### config.mk
export PLATFORM = sky130hd
export DESIGN_NAME = otter_trap_csr_flat
export DESIGN_NICKNAME = d
export VERILOG_FILES = /design/src/rtl/otter_trap_csr_if.sv /design/src/rtl/otter_trap_csr.sv /design/src/flat_wrapper.sv
export SDC_FILE = /design/constraint.sdc
export NUM_CORES = 1
export LEC_CHECK = 0
export CORE_UTILIZATION = 50
export CTS_CLUSTER_DIAMETER = 80
export DETAILED_ROUTE_END_ITERATION = 16
export PLACE_DENSITY = 0.8
export SLEW_MARGIN = 20
export SYNTH_ARGS = -nofsm -noshare
export SYNTH_HDL_FRONTEND = slang
export SYNTH_SLANG_ARGS = --single-unit
### constraint.sdc
create_clock -name clk -period 6.79 [get_ports clk]
set_input_delay 0.679 -clock clk [delete_from_list [all_inputs] [get_ports clk]]
set_output_delay 0.679 -clock clk [all_outputs]
set_load 0.05 [all_outputs]
### src/rtl/otter_trap_csr_if.sv
// CSR access, trap-event and interrupt-line bundle between the core pipeline and otter_trap_csr.
// master drives ops, operands and IRQ levels; slave returns read data, decode flags and trap outputs.
interface otter_trap_csr_if #(
  parameter int NUM_IRQ = 4
);
  logic               irq_ext;
  logic               irq_timer;
  logic [NUM_IRQ-1:0] irq_plat;
  logic [2:0]         op;
  logic [1:0]         funct3_low;
  logic               w_en;
  logic [11:0]        addr;
  logic [31:0]        pc_addr;
  logic [31:0]        w_data;
  logic [31:0]        tval;
  logic               instr_retired;
  logic [31:0]        r_data;
  logic               addr_vld;
  logic               read_only;
  logic               intrpt_vld;
  logic [4:0]         intrpt_cause;
  logic [31:0]        trap_vec;
  logic [31:0]        mepc;
  logic               wfi_active;

  modport master (
    output irq_ext, irq_timer, irq_plat, op, funct3_low, w_en, addr,
           pc_addr, w_data, tval, instr_retired,
    input  r_data, addr_vld, read_only, intrpt_vld, intrpt_cause,
           trap_vec, mepc, wfi_active
  );

  modport slave (
    input  irq_ext, irq_timer, irq_plat, op, funct3_low, w_en, addr,
           pc_addr, w_data, tval, instr_retired,
    output r_data, addr_vld, read_only, intrpt_vld, intrpt_cause,
           trap_vec, mepc, wfi_active
  );
endinterface

### src/rtl/otter_trap_csr.sv
// Machine-mode trap CSRs, interrupt priority and WFI tracking; mcycle/minstret exist only with OTTER_CSR_COUNTERS_EN.
// Reads/decode are combinational, writes and trap updates land on the next clk edge; no backpressure, one op per cycle.
module otter_trap_csr #(
  parameter int NUM_IRQ = 4
) (
  input  logic           clk,
  input  logic           rst_n,
  otter_trap_csr_if.slave bus
);

  localparam logic [2:0] CSR_OP_WRITE  = 3'd1;
  localparam logic [2:0] CSR_OP_ECALL  = 3'd2;
  localparam logic [2:0] CSR_OP_EBREAK = 3'd3;
  localparam logic [2:0] CSR_OP_MRET   = 3'd4;
  localparam logic [2:0] CSR_OP_INTRPT = 3'd5;
  localparam logic [2:0] CSR_OP_TRAP   = 3'd6;
  localparam logic [2:0] CSR_OP_WFI    = 3'd7;

  localparam logic [11:0] A_MSTATUS    = 12'h300;
  localparam logic [11:0] A_MISA       = 12'h301;
  localparam logic [11:0] A_MIE        = 12'h304;
  localparam logic [11:0] A_MTVEC      = 12'h305;
  localparam logic [11:0] A_MSTATUSH   = 12'h310;
  localparam logic [11:0] A_MSCRATCH   = 12'h340;
  localparam logic [11:0] A_MEPC       = 12'h341;
  localparam logic [11:0] A_MCAUSE     = 12'h342;
  localparam logic [11:0] A_MTVAL      = 12'h343;
  localparam logic [11:0] A_MIP        = 12'h344;
  localparam logic [11:0] A_MVENDORID  = 12'hF11;
  localparam logic [11:0] A_MARCHID    = 12'hF12;
  localparam logic [11:0] A_MIMPID     = 12'hF13;
  localparam logic [11:0] A_MHARTID    = 12'hF14;
  localparam logic [11:0] A_MCONFIGPTR = 12'hF15;
`ifdef OTTER_CSR_COUNTERS_EN
  localparam logic [11:0] A_MCYCLE     = 12'hB00;
  localparam logic [11:0] A_MINSTRET   = 12'hB02;
  localparam logic [11:0] A_MCYCLEH    = 12'hB80;
  localparam logic [11:0] A_MINSTRETH  = 12'hB82;
`endif

  localparam logic [31:0] MISA_VAL = 32'h4000_0100;
  // MEI, MTI and the platform lines; wraps correctly to 0xFFFF0000 when NUM_IRQ=16
  localparam logic [31:0] IRQ_MASK = ((32'h1 << (16 + NUM_IRQ)) - 32'h0001_0000) | 32'h0000_0880;

  typedef enum logic {
    WFI_IDLE,
    WFI_WAIT
  } wfi_state_t;

  logic        mstat_mie;
  logic        mstat_mpie;
  logic [31:0] mie_q;
  logic [31:0] mtvec_q;
  logic [31:0] mscratch_q;
  logic [31:0] mepc_q;
  logic [31:0] mcause_q;
  logic [31:0] mtval_q;
  logic [31:0] mip_q;
  wfi_state_t  wfi_state;
  wfi_state_t  wfi_state_n;

`ifdef OTTER_CSR_COUNTERS_EN
  logic [63:0] mcycle_q;
  logic [63:0] minstret_q;
`endif

  logic [31:0] mstatus_val;
  logic [31:0] rd;
  logic        vld;
  logic        ro;
  logic [31:0] wval;
  logic        wr;
  logic        is_trap;
  logic [31:0] irq_vec;
  logic [31:0] pend;
  logic [4:0]  cause;
  logic [31:0] cause_n;
  logic [31:0] tval_n;
  logic [31:0] base;
  logic [31:0] vec_ofs;

  assign mstatus_val = {24'd0, mstat_mpie, 3'd0, mstat_mie, 3'd0};

  always_comb begin
    rd  = 32'h0;
    vld = 1'b1;
    case (bus.addr)
      A_MSTATUS:  rd = mstatus_val;
      A_MISA:     rd = MISA_VAL;
      A_MIE:      rd = mie_q;
      A_MTVEC:    rd = mtvec_q;
      A_MSCRATCH: rd = mscratch_q;
      A_MEPC:     rd = mepc_q;
      A_MCAUSE:   rd = mcause_q;
      A_MTVAL:    rd = mtval_q;
      A_MIP:      rd = mip_q;
      A_MSTATUSH, A_MVENDORID, A_MARCHID, A_MIMPID, A_MHARTID, A_MCONFIGPTR:
                  rd = 32'h0;
`ifdef OTTER_CSR_COUNTERS_EN
      A_MCYCLE:    rd = mcycle_q[31:0];
      A_MCYCLEH:   rd = mcycle_q[63:32];
      A_MINSTRET:  rd = minstret_q[31:0];
      A_MINSTRETH: rd = minstret_q[63:32];
`endif
      default:    vld = 1'b0;
    endcase
  end

  // the 0xC00-0xFFF quadrant is read-only by address encoding
  assign ro = vld & (bus.addr[11:10] == 2'b11);

  always_comb begin
    case (bus.funct3_low)
      2'b10:   wval = rd | bus.w_data;
      2'b11:   wval = rd & ~bus.w_data;
      default: wval = bus.w_data;
    endcase
  end

  assign wr      = (bus.op == CSR_OP_WRITE) & bus.w_en & vld & ~ro;
  assign is_trap = (bus.op == CSR_OP_ECALL) | (bus.op == CSR_OP_EBREAK) |
                   (bus.op == CSR_OP_TRAP)  | (bus.op == CSR_OP_INTRPT);

  always_comb begin
    irq_vec                  = 32'h0;
    irq_vec[11]              = bus.irq_ext;
    irq_vec[7]               = bus.irq_timer;
    irq_vec[16 +: NUM_IRQ]   = bus.irq_plat;
  end

  assign pend = mie_q & mip_q;

  // lowest priority assigned first so higher-priority sources overwrite it
  always_comb begin
    cause = 5'd0;
    for (int i = NUM_IRQ - 1; i >= 0; i--) begin
      if (pend[16 + i]) cause = 5'(16 + i);
    end
    if (pend[7])  cause = 5'd7;
    if (pend[11]) cause = 5'd11;
  end

  always_comb begin
    case (bus.op)
      CSR_OP_ECALL:  cause_n = 32'd11;
      CSR_OP_EBREAK: cause_n = 32'd3;
      CSR_OP_TRAP:   cause_n = 32'd2;
      default:       cause_n = {1'b1, 26'd0, cause};
    endcase
    tval_n = ((bus.op == CSR_OP_EBREAK) || (bus.op == CSR_OP_TRAP)) ? bus.tval : 32'h0;
  end

  always_ff @(posedge clk) begin
    if (!rst_n) begin
      mstat_mie  <= 1'b0;
      mstat_mpie <= 1'b0;
      mie_q      <= 32'h0;
      mtvec_q    <= 32'h0;
      mscratch_q <= 32'h0;
      mepc_q     <= 32'h0;
      mcause_q   <= 32'h0;
      mtval_q    <= 32'h0;
      mip_q      <= 32'h0;
    end else begin
      mip_q <= irq_vec;
      if (wr) begin
        case (bus.addr)
          A_MSTATUS: begin
            mstat_mie  <= wval[3];
            mstat_mpie <= wval[7];
          end
          A_MIE:      mie_q      <= wval & IRQ_MASK;
          A_MTVEC:    mtvec_q    <= {wval[31:2], (wval[1] ? 2'b00 : wval[1:0])};
          A_MSCRATCH: mscratch_q <= wval;
          A_MEPC:     mepc_q     <= wval;
          A_MCAUSE:   mcause_q   <= wval;
          A_MTVAL:    mtval_q    <= wval;
          default: ;
        endcase
      end
      // event updates come last so they take precedence over a same-register write
      if (is_trap) begin
        mepc_q     <= bus.pc_addr;
        mstat_mpie <= mstat_mie;
        mstat_mie  <= 1'b0;
        mcause_q   <= cause_n;
        mtval_q    <= tval_n;
      end else if (bus.op == CSR_OP_MRET) begin
        mstat_mie  <= mstat_mpie;
        mstat_mpie <= 1'b1;
      end
    end
  end

  always_ff @(posedge clk) begin
    if (!rst_n) wfi_state <= WFI_IDLE;
    else        wfi_state <= wfi_state_n;
  end

  always_comb begin
    wfi_state_n = wfi_state;
    case (wfi_state)
      WFI_IDLE: if (bus.op == CSR_OP_WFI) wfi_state_n = WFI_WAIT;
      WFI_WAIT: if (|pend) wfi_state_n = WFI_IDLE;
      default:  wfi_state_n = WFI_IDLE;
    endcase
    if (bus.op == CSR_OP_INTRPT) wfi_state_n = WFI_IDLE;
  end

`ifdef OTTER_CSR_COUNTERS_EN
  logic cyc_lo_wr, cyc_hi_wr, ins_lo_wr, ins_hi_wr;
  assign cyc_lo_wr = wr & (bus.addr == A_MCYCLE);
  assign cyc_hi_wr = wr & (bus.addr == A_MCYCLEH);
  assign ins_lo_wr = wr & (bus.addr == A_MINSTRET);
  assign ins_hi_wr = wr & (bus.addr == A_MINSTRETH);

  always_ff @(posedge clk) begin
    if (!rst_n) begin
      mcycle_q   <= 64'd0;
      minstret_q <= 64'd0;
    end else begin
      if (cyc_lo_wr)      mcycle_q[31:0]  <= wval;
      else if (cyc_hi_wr) mcycle_q[63:32] <= wval;
      else                mcycle_q        <= mcycle_q + 64'd1;

      if (ins_lo_wr)      minstret_q[31:0]  <= wval;
      else if (ins_hi_wr) minstret_q[63:32] <= wval;
      else if (bus.instr_retired && !is_trap)
                          minstret_q        <= minstret_q + 64'd1;
    end
  end
`else
  logic unused_retired;
  assign unused_retired = bus.instr_retired;
`endif

  assign base    = {mtvec_q[31:2], 2'b00};
  assign vec_ofs = ((mtvec_q[1:0] == 2'b01) && (bus.op == CSR_OP_INTRPT)) ?
                   {25'd0, cause, 2'b00} : 32'd0;

  assign bus.r_data       = rd;
  assign bus.addr_vld     = vld;
  assign bus.read_only    = ro;
  assign bus.intrpt_vld   = mstat_mie & (|pend);
  assign bus.intrpt_cause = cause;
  assign bus.trap_vec     = base + vec_ofs;
  assign bus.mepc         = mepc_q;
  assign bus.wfi_active   = (wfi_state == WFI_WAIT);

endmodule

### src/flat_wrapper.sv
// flat-port wrapper written by rule: the top's interface ports become plain ports
module otter_trap_csr_flat 
#(
  parameter int NUM_IRQ = 4
)
  (clk, rst_n, bus_irq_ext, bus_irq_timer, bus_irq_plat, bus_op, bus_funct3_low, bus_w_en, bus_addr, bus_pc_addr, bus_w_data, bus_tval, bus_instr_retired, bus_r_data, bus_addr_vld, bus_read_only, bus_intrpt_vld, bus_intrpt_cause, bus_trap_vec, bus_mepc, bus_wfi_active);
  otter_trap_csr_if #(.NUM_IRQ(NUM_IRQ)) bus_i ();
  input  logic clk;
  input  logic rst_n;
  input wire logic [$bits(bus_i.irq_ext)-1:0] bus_irq_ext;
  input wire logic [$bits(bus_i.irq_timer)-1:0] bus_irq_timer;
  input wire logic [$bits(bus_i.irq_plat)-1:0] bus_irq_plat;
  input wire logic [$bits(bus_i.op)-1:0] bus_op;
  input wire logic [$bits(bus_i.funct3_low)-1:0] bus_funct3_low;
  input wire logic [$bits(bus_i.w_en)-1:0] bus_w_en;
  input wire logic [$bits(bus_i.addr)-1:0] bus_addr;
  input wire logic [$bits(bus_i.pc_addr)-1:0] bus_pc_addr;
  input wire logic [$bits(bus_i.w_data)-1:0] bus_w_data;
  input wire logic [$bits(bus_i.tval)-1:0] bus_tval;
  input wire logic [$bits(bus_i.instr_retired)-1:0] bus_instr_retired;
  output wire logic [$bits(bus_i.r_data)-1:0] bus_r_data;
  output wire logic [$bits(bus_i.addr_vld)-1:0] bus_addr_vld;
  output wire logic [$bits(bus_i.read_only)-1:0] bus_read_only;
  output wire logic [$bits(bus_i.intrpt_vld)-1:0] bus_intrpt_vld;
  output wire logic [$bits(bus_i.intrpt_cause)-1:0] bus_intrpt_cause;
  output wire logic [$bits(bus_i.trap_vec)-1:0] bus_trap_vec;
  output wire logic [$bits(bus_i.mepc)-1:0] bus_mepc;
  output wire logic [$bits(bus_i.wfi_active)-1:0] bus_wfi_active;
  assign bus_i.irq_ext = bus_irq_ext;
  assign bus_i.irq_timer = bus_irq_timer;
  assign bus_i.irq_plat = bus_irq_plat;
  assign bus_i.op = bus_op;
  assign bus_i.funct3_low = bus_funct3_low;
  assign bus_i.w_en = bus_w_en;
  assign bus_i.addr = bus_addr;
  assign bus_i.pc_addr = bus_pc_addr;
  assign bus_i.w_data = bus_w_data;
  assign bus_i.tval = bus_tval;
  assign bus_i.instr_retired = bus_instr_retired;
  assign bus_r_data = bus_i.r_data;
  assign bus_addr_vld = bus_i.addr_vld;
  assign bus_read_only = bus_i.read_only;
  assign bus_intrpt_vld = bus_i.intrpt_vld;
  assign bus_intrpt_cause = bus_i.intrpt_cause;
  assign bus_trap_vec = bus_i.trap_vec;
  assign bus_mepc = bus_i.mepc;
  assign bus_wfi_active = bus_i.wfi_active;
  otter_trap_csr #(.NUM_IRQ(NUM_IRQ)) u_core (.clk(clk), .rst_n(rst_n), .bus(bus_i));
endmodule
==> impl_metrics.py <==
metrics = {
    "setup_path": {
        "r2r-start": "u_core.bus.mepc[4]",
        "cp.depth": 14,
        "path_common_cell": "nor2b_1",
        "endpoint": "bus_trap_vec[28]",
        "worst_setup_path_start_kind": "input port",
        "crit_chain": "clkdlybuf4s50_1 -> nand2_1 -> nor2_1 -> nand2_1 -> nor2b_1 -> ha_1 -> fa_1 -> a21oi_1 -> nor2b_1 -> o31ai_1 -> nor2b_1 -> nand4_1 -> xnor2_1 -> clkdlybuf4s50_1",
        "path_class": "input port to primary output",
        "crit_slowest_cell": "clkdlybuf4s50_1",
        "crit_start": "bus_op[2]",
        "worstPathRequired_ns": 6.11,
        "r2r_end": "u_core.bus.mepc[4]",
        "worstPathMaxFanout": 7,
        "cp_data_arrival_time_ns": 4.69,
        "r2r_slack_ns": 4.84,
        "rr_worst_depth": 5,
        "endpoint_kind": "primary output",
        "cp_top_family": "simple AND/OR/NAND/NOR gates",
        "max_stage_delay_ns": 0.82,
        "cp.buffers_inverters": 2,
    },
    "global_route": {
        "grt_pass1_vias": 9882,
        "grt_max_degree": 58,
        "grt_overflow": 0,
        "grt_pass1_wl_um": 54620,
        "grtUsageTotal": 0.3622,
        "grt_antenna_before_repair": 0,
    },
    "floorplanning": {
        "fp.dieW_um": 140.5,
        "dieArea_mm2": 0.01975,
        "rows": 50,
        "start_util": 0.5113,
        "core_mm2": 0.01877,
        "io_pins": 228,
        "dieHeight_um": 140.5,
    },
    "clocking": {
        "cts_buffer_depth": 2,
        "cts_tree": "done",
        "htree_levels": 4,
        "cts_resized": 0,
        "clk_pin_slew_ns": 0.07,
        "cts_buffers": 17,
        "cts.sinks": 174,
        "cts-root-buf": "clkbuf_16",
        "hold_buffers": 0,
        "cts_setup_buffers": 0,
        "insertion_delay_ns": 0.44,
    },
    "yosys": {
        "yosysSeqAreaShare": 0.3630,
        "async_flop_share": 0,
        "netlist.area_leader.share": 0.3630,
        "synthFlopType": "dfxtp_1",
        "ys_warn_count": 0,
        "syn_area_per_cell_um2": 8.395,
        "yosysTopAreaCell": "dfxtp_1",
        "yosysUniqueCellTypes": 79,
        "syn_inst": 1143,
        "synth-edff-count": 0,
        "syn_area_mm2": 0.009595,
        "ys_top_cells_by_area": "dfxtp_1 (36%), a21oi_1 (7.5%), o21ai_0 (7.2%)",
        "ys_ff_latch": 174,
    },
    "cells_and_area": {
        "fin_nets": 1432,
        "multi_input_comb_area_mm2": 0.005570,
        "design_area_mm2": 0.01237,
        "nFillCells": 1561,
        "layout-drive-gt1-share": 0.07751,
        "regArea_mm2": 0.003483,
        "antenna_cells": 0,
        "synthToLayoutAreaGrowth_pct": 28.91,
    },
    "run": {
        "cap_violations": 0,
    },
    "sta": {
        "post-route-period-util": 0.7911,
        "final.setup_skew_ns": 0.01198,
        "setup_viol": 0,
        "setup_ws_ns": 1.418,
        "clock.fmax_mhz": 186.2,
        "period_needed_ns": 5.372,
        "rsz0062_at_grt": "false",
        "slew_headroom": 0.2100,
        "setup-tns-final_ns": 0,
        "tightest_slew_ns": 1.181,
        "finalHoldViolCount": 0,
        "maxSlewViolCount": 0,
    },
    "routing": {
        "viasPerCell": 6.730,
        "vias": 10431,
        "dr_wl_met2_um": 16690,
        "ant_nets": 0,
        "wire_per_inst_um": 23.35,
        "drt-total-wl_um": 36200,
        "route.met3.wl_um": 4404,
        "drt_iter0_markers": 1365,
        "firstDrtPassIters": 8,
        "drt-met1-wl_um": 13640,
        "drc": 0,
        "top_layer_used": "met4",
    },
    "worst_hold_path": {
        "hold_path.class": "flip-flop to flip-flop",
    },
    "place": {
        "io_buffers": 224,
        "dpl_cell_area_mm2": 0.01176,
        "gp_congestion": 0.9617,
        "place_ws_ns": 1.405,
        "place_hpwl_um": 24390,
    },
    "run_status": {
        "status": "completed",
    },
    "pwr": {
        "ir_drop_uv": 194.7,
        "p_leak_nw": 4.579,
        "power_density_mw_per_mm2": 206.3,
    },
}
tightest hold or removal path: cells and delay by family, from the launching register on:
family / cells / cell delay (ns)
and+or+nand+nor: 1 / 0.05
DFF: 1 / 0.31
AOI/OAI and AO/OA: 1 / 0.05
stage by stage:
step                hold WS (ns)  instances  utilization  power [mW]
finish                    0.4579       1550       0.6591       2.552
global route              0.4876       1550       0.6591       2.610
CTS                       0.4592       1550       0.6590       2.533
detailed placement        0.4497       1518       0.6265       1.531
global placement          0.4400       1518       0.6265       1.524
floorplan                 0.4285       1144            -       1.345
cell families after synthesis:
logic type,after synthesis,synth area share
flip-flops,174,0.3630
multiplexers,52,0.07524
buffers and inverters,116,0.06102
AO/OA/AOI/OAI,451,0.2947
XOR/XNOR,31,0.02830
adder cells (fa/ha/maj),6,0.008606
other,1,0.0003908
AND/OR/NAND/NOR,312,0.1687
per-layer routing:
layer,up-vias,global-route usage
li1,4579,-
met1,4913,0.4485
met2,809,0.5897
met3,130,0.09299
met4,0,0.1711
met5,-,0
synth_stat cells, types with 4 or more instances:
cell type  number
a211oi_1        6
a21oi_1       143
a221oi_1       16
a22o_1         19
a22oi_1        19
a22oi_2         7
a31oi_1        13
a32oi_1        19
and2_1         27
and3_1         27
buf_2          25
buf_4          11
clkbuf_1       50
clkbuf_2        4
clkbuf_8        5
dfxtp_1       174
ha_1            5
inv_1          15
mux2i_1        35
mux4_2         16
nand2_1        99
nand2b_1        4
nand3_1        17
nand3b_1        4
nand4_1        18
nor2_1         64
nor2b_1         8
nor3_1         14
nor3b_1         6
o211a_1        10
o211ai_1       12
o21ai_0       138
o22ai_1        18
o31ai_1         6
xnor2_1        24
xor2_1          7
how the worst min path moves through the flow:
stage | from | to | cells after the start
6_report | u_core.mscratch_q[29] | u_core.mscratch_q[29] | 2
5_1_grt | u_core.mscratch_q[9] | u_core.mscratch_q[9] | 2
4_1_cts | u_core.mscratch_q[6] | u_core.mscratch_q[6] | 2
3_5_place_dp | u_core.mscratch_q[6] | u_core.mscratch_q[6] | 2
3_3_place_gp | u_core.mscratch_q[14] | u_core.mscratch_q[14] | 2
2_1_floorplan | u_core.mscratch_q[14] | u_core.mscratch_q[14] | 2
state kept, by name, summed over array words and instances, names as in the netlist:
register / flops
u_core.mstat_mie: 1
u_core.bus.wfi_active: 1
u_core.mtvec_q: 31
u_core.bus.mepc: 32
u_core.mstat_mpie: 1
u_core.mcause_q: 32
u_core.mip_q: 6
u_core.mscratch_q: 32
u_core.mtval_q: 32
u_core.mie_q: 6
placed cells by master (no fill, tap or decap), drive strengths merged, types with 12 or more instances in the layout:
cell type	count
nand4	18
o22ai	19
nor3	14
a22oi	26
a221oi	16
clkbuf	18
a21oi	144
nand2	99
dfxtp	174
nand3	17
a32oi	19
a31oi	13
mux2i	35
inv	21
o21ai	141
and3	27
buf	18
mux4	16
xnor2	24
nor2	64
clkdlybuf4s50	222
and2	28
a22o	20
o211ai	12
cell type report:
cell class	count	share of cell area
sequential	174	0.2816
clock inverter	14	0.01467
multi-input combinational	854	0.4503
timing repair buffer	240	0.1902
tap	234	0.02367
clock buffer	18	0.03470
inverter	16	0.004855
where the power goes:
group	internal, mW	total (mW)	switching, mW
Clock	0.586	1.03	0.445
Combinational	0.173	0.436	0.264
Sequential	1.06	1.08	0.0282
Total	1.81	2.55	0.737
(Power assumes the default switching activity.)
